$ cat src/rtl/ps2_scancode_rx.sv
// rtl/ps2_scancode_rx.sv - PS/2 keyboard frame receiver with F0/E0 prefix stripping
module ps2_scancode_rx #(
  parameter int FILTER_LEN     = 8,
  parameter int TIMEOUT_CYCLES = 100000
) (
  input  logic       clk,
  input  logic       rst,
  input  logic       ps2_clk,
  input  logic       ps2_data,
  output logic [7:0] raw_out,
  output logic       raw_valid,
  output logic       released,
  output logic       extended,
  output logic       frame_err
);

  localparam int FCW = (FILTER_LEN > 2) ? $clog2(FILTER_LEN) : 1;
  localparam int TCW = $clog2(TIMEOUT_CYCLES + 1);

  typedef enum logic [1:0] {
    IDLE   = 2'd0,
    DATA   = 2'd1,
    PARITY = 2'd2,
    STOP   = 2'd3
  } state_t;

  // Bit 0 carries ps2_clk, bit 1 carries ps2_data through the conditioning chain.
  logic [1:0]     r_sync1;
  logic [1:0]     r_sync2;
  logic [1:0]     r_filt;
  logic [FCW-1:0] r_fcnt [2];
  logic           r_clk_q;

  state_t         r_state;
  logic [2:0]     r_bit_cnt;
  logic [7:0]     r_shift;
  logic           r_parity;
  logic           r_f0_pend;
  logic           r_e0_pend;
  logic [TCW-1:0] r_to_cnt;

  logic           w_fe;
  logic           w_bit;
  logic           w_frame_ok;

  assign w_fe       = r_clk_q & ~r_filt[0];
  assign w_bit      = r_filt[1];
  assign w_frame_ok = w_bit & (^{r_shift, r_parity});

  // The filtered value only moves after FILTER_LEN consecutive disagreeing samples.
  always_ff @(posedge clk) begin
    if (rst) begin
      r_sync1   <= 2'b11;
      r_sync2   <= 2'b11;
      r_filt    <= 2'b11;
      r_fcnt[0] <= '0;
      r_fcnt[1] <= '0;
      r_clk_q   <= 1'b1;
    end else begin
      r_sync1 <= {ps2_data, ps2_clk};
      r_sync2 <= r_sync1;
      r_clk_q <= r_filt[0];
      for (int i = 0; i < 2; i++) begin
        if (r_sync2[i] == r_filt[i]) begin
          r_fcnt[i] <= '0;
        end else if (r_fcnt[i] == FCW'(FILTER_LEN - 1)) begin
          r_filt[i] <= r_sync2[i];
          r_fcnt[i] <= '0;
        end else begin
          r_fcnt[i] <= r_fcnt[i] + 1'b1;
        end
      end
    end
  end

  always_ff @(posedge clk) begin
    raw_valid <= 1'b0;
    frame_err <= 1'b0;
    if (rst) begin
      r_state   <= IDLE;
      r_bit_cnt <= '0;
      r_shift   <= '0;
      r_parity  <= 1'b0;
      r_f0_pend <= 1'b0;
      r_e0_pend <= 1'b0;
      r_to_cnt  <= '0;
      raw_out   <= '0;
      released  <= 1'b0;
      extended  <= 1'b0;
    end else if (w_fe) begin
      r_to_cnt <= '0;
      case (r_state)
        IDLE: begin
          if (!w_bit) begin
            r_state   <= DATA;
            r_bit_cnt <= '0;
          end else begin
            frame_err <= 1'b1;
            r_f0_pend <= 1'b0;
            r_e0_pend <= 1'b0;
          end
        end
        DATA: begin
          r_shift   <= {w_bit, r_shift[7:1]};
          r_bit_cnt <= r_bit_cnt + 1'b1;
          if (r_bit_cnt == 3'd7) r_state <= PARITY;
        end
        PARITY: begin
          r_parity <= w_bit;
          r_state  <= STOP;
        end
        STOP: begin
          r_state <= IDLE;
          if (!w_frame_ok) begin
            frame_err <= 1'b1;
            r_f0_pend <= 1'b0;
            r_e0_pend <= 1'b0;
          end else if (r_shift == 8'hF0) begin
            r_f0_pend <= 1'b1;
          end else if (r_shift == 8'hE0) begin
            r_e0_pend <= 1'b1;
          end else begin
            raw_out   <= r_shift;
            released  <= r_f0_pend;
            extended  <= r_e0_pend;
            raw_valid <= 1'b1;
            r_f0_pend <= 1'b0;
            r_e0_pend <= 1'b0;
          end
        end
        default: r_state <= IDLE;
      endcase
    end else if (r_state != IDLE) begin
      // A stalled or inhibited keyboard abandons the partial frame here.
      if (r_to_cnt == TCW'(TIMEOUT_CYCLES)) begin
        r_state   <= IDLE;
        r_to_cnt  <= '0;
        frame_err <= 1'b1;
        r_f0_pend <= 1'b0;
        r_e0_pend <= 1'b0;
      end else begin
        r_to_cnt <= r_to_cnt + 1'b1;
      end
    end
  end

endmodule

$ cat config.mk
export PLATFORM = sky130hd
export DESIGN_NAME = ps2_scancode_rx
export DESIGN_NICKNAME = d
export VERILOG_FILES = /design/src/rtl/ps2_scancode_rx.sv
export SDC_FILE = /design/constraint.sdc
export NUM_CORES = 1
export LEC_CHECK = 0
export CAP_MARGIN = 20
export CORE_MARGIN = 2
export CORE_UTILIZATION = 55
export DETAILED_ROUTE_END_ITERATION = 16
export PLACE_DENSITY = 0.77
export SYNTH_ARGS = -nofsm -noshare
export SYNTH_HDL_FRONTEND = slang
export SYNTH_SLANG_ARGS = --single-unit
$ cat constraint.sdc
create_clock -name clk -period 4.1 [get_ports clk]
set_clock_uncertainty 0.05 [all_clocks]
set_input_delay 0.41 -clock clk [delete_from_list [all_inputs] [get_ports clk]]
set_output_delay 0.41 -clock clk [all_outputs]
set_load 0.005 [all_outputs]
==> results_dict.tcl <==
set metrics [dict create \
    status "complete, no violations" \
    ctsHtreeMaxLevel 3 \
    clk_latency_ps 330 \
    crit_fanout 17 \
    first_pass_iters 4 \
    place.gp.congestion 0.826 \
    syn_area_sq_um 2840 \
    leakage_nw 1.16 \
    fmax_ghz 0.379 \
    cp_slowest_cell "o41ai_4" \
    endpoint "r_to_cnt[5]" \
    start_util_pct 56.3 \
    rrSetupSlack_ps 1460 \
    vias_per_cell 5.36 \
    setup_viol 0 \
    ys_warn_count 0 \
    numCtsBuffers 9 \
    finalCriticalPeriod_ps 2640 \
    finalMaxSlewViolations 0 \
    clock-sinks 58 \
    route.detailed.drc 0 \
    r2r_cells 6 \
    synth_flop_cell "dfxtp_1" \
    regArea_sq_um 1220 \
    n_fill_cell 442 \
    cap_violations 0 \
    r2r_end "r_to_cnt[5]" \
    cts_setup_buffers 0 \
    synth_top_area_share_pct 36.7 \
    max_stage_delay_ps 910 \
    timing.hold.ws_ps 346 \
    num_antenna_cells 0 \
    path_delay_family "compound AO/OA/AOI/OAI gates" \
    synth-edff-count 6 \
    reg2reg_from "r_state[0]" \
    finish.utilization_pct 64.2 \
    nets 336 \
    min_path_type "flip-flop to flip-flop" \
    drt_wl_total_um 5300 \
    synth_seq_cells 58 \
    syn_inst 299 \
    critical_path_depth 6 \
    pre_cts_slack_ps 1430 \
    peakVddDrop_mv 0.237 \
    yosys.area.top_type "dfxtp_1" \
    hold_viol_final 0 \
    path_class "flip-flop to flip-flop" \
    synth_cell_types 48 \
    multi_input_area_sq_um 1550 \
    cts_root_buf "clkbuf_8" \
    holdBufCountCts 0 \
    route.antenna.remaining_nets 0 \
    crit_start "r_state[0]" \
    fin_crit_sh_pct 64.3 \
    rsz0062_at_grt "false" \
    std_cell_rows 26 \
    synthArstFlopShare_pct 0 \
    syn_to_final_growth_pct 14.1 \
    grt_max_degree 27 \
    grt_overflow 0 \
    ys_seq_area_share_pct 43.1 \
    die-area_sq_um 5750 \
    antenna_found_initial 0 \
    grt_usage_pct 20.2 \
    endpoint_kind "flip-flop" \
    startpoint_type "flip-flop" \
    drive_above_1_share_pct 8.62 \
    finalWorstSetupSlack_ps 1460 \
    cp.required_ps 4230 \
    grt_pass1_vias 1894 \
    path_cells "inv_1 -> ha_1 -> nor4b_1 -> nand4_1 -> o41ai_4 -> nor2_1" \
    routedWlPerCell_um 13.4 \
    first_iter_violations 118 \
    portBuffers 15 \
    worstPathArrival_ps 2770 \
    die_w_um 75.8 \
    num_vias 2119 \
    ios 16 \
    clk_pin_slew_ps 70 \
    synth_area_leaders "dfxtp_1 37%, edfxtp_1 6.4%, nand2_1 5.7%" \
    die_h_um 75.8 \
    coreArea_sq_um 5040 \
    setup-tns-final_ps 0 \
    grt_pass1_wl_um 8710 \
    dp_hpwl_um 3590 \
    slew_headroom_pct 39.1 \
    finalPower_mw 1.11 \
    cts_tree "yes" \
    syn_area_per_cell_sq_um 9.49 \
    worst_pin_slew_ps 911 \
    path_buf_inv 1 \
    post_cts_resized 0 \
    powerDensity_nw_per_um2 344 \
    clock_path_buffers 2 \
]
-- report_power, final --
part / internal (mW) / total [mW] / switching (mW)
Sequential: 0.578 / 0.580 / 0.00258
Combinational: 0.00910 / 0.0243 / 0.0152
Clock: 0.296 / 0.510 / 0.214
Total: 0.883 / 1.11 / 0.231
-- logic make-up after synthesis --
kind of cell	after synthesis	synth area share, %
compound gates	48	10.7
xor+xnor	20	8.25
flops	58	43.1
other cells	1	0.132
simple gates	127	24.4
mux	14	5.21
buf+inv	19	2.91
fa+ha+maj	12	5.29
-- per-layer routing --
metal / track usage [%] / up-vias / wire length, um
li1: - / 1099 / -
met1: 26.1 / 968 / 2590
met2: 31.2 / 41 / 2410
met3: 4.89 / 11 / 189
met4: 10.7 / 0 / 112
met5: 0 / - / 0
-- synth_stat cells, types with 3 or more instances --
library cell,count
nand3b_1,4
xnor2_1,11
inv_1,8
mux2i_1,11
and2_1,5
clkbuf_1,9
ha_1,12
xor2_1,5
nand4_1,5
or2_2,7
nor2_1,15
o21ai_0,10
a31oi_1,6
and3_1,4
dfxtp_1,52
nand3_1,7
nand4b_1,3
nor4_1,4
a21oi_1,21
nand2_1,43
or4_1,5
a211oi_1,3
or3_1,5
and3b_1,4
nor2b_1,4
edfxtp_1,6
nor3_1,3
-- layout by cell type, fill, tap and decap left out, types with 7 or more instances in the layout --
master	synthesis	final
o21ai_0	10	10
nand2_1	43	43
clkbuf_8	0	10
clkdlybuf4s50_1	0	15
xnor2_1	11	11
mux2i_1	11	11
dfxtp_1	52	52
inv_1	8	8
ha_1	12	12
a21oi_1	21	21
nor2_1	15	15
or2_2	7	7
nand3_1	7	7
-- worst min-delay path by stage --
stage | start | cells past startpoint | slack, ps | endpoint
global placement | r_sync1[0] | 1 | 340 | r_sync2[0]
finish | r_sync1[0] | 1 | 350 | r_sync2[0]
CTS | r_sync1[0] | 1 | 350 | r_sync2[0]
detailed placement | r_sync1[0] | 1 | 340 | r_sync2[0]
global route | r_sync1[0] | 1 | 360 | r_sync2[0]
floorplan | r_sync1[0] | 1 | 340 | r_sync2[0]
-- cell type report --
type	count	share of cell area, %
timing repair buffer	16	4.87
inverter	8	0.928
clock inverter	3	1.24
multi-input combinational	227	47.9
tap	70	2.71
sequential	58	37.7
clock buffer	13	4.60
-- worst reg2reg max path: cells and delay by family, from the launching register on --
family          cells  cell delay (ps)
simple gates        3              730
buf+inv             1               80
flops               1              350
fa+ha+maj           1              370
compound gates      1              910
-- per-stage QoR --
| stage | instance area, sq um | std cells |
|---|---|---|
| 2_1_floorplan | 2860 | 304 |
| 3_3_place_gp | 3050 | 379 |
| 5_1_grt | 3240 | 395 |
| 4_1_cts | 3240 | 395 |
| 3_5_place_dp | 3050 | 379 |
| 6_report | 3240 | 395 |
-- state kept, by name (all words and copies together), names as in the netlist --
name	cells
raw_valid	1
r_sync2	2
r_sync1	2
r_clk_q	1
frame_err	1
r_filt	2
extended	1
r_state	2
r_to_cnt	17
r_parity	1
raw_out	8
r_bit_cnt	3
r_shift	8
r_e0_pend	1
r_f0_pend	1
released	1
r_fcnt	6
(Power assumes the default switching activity.)
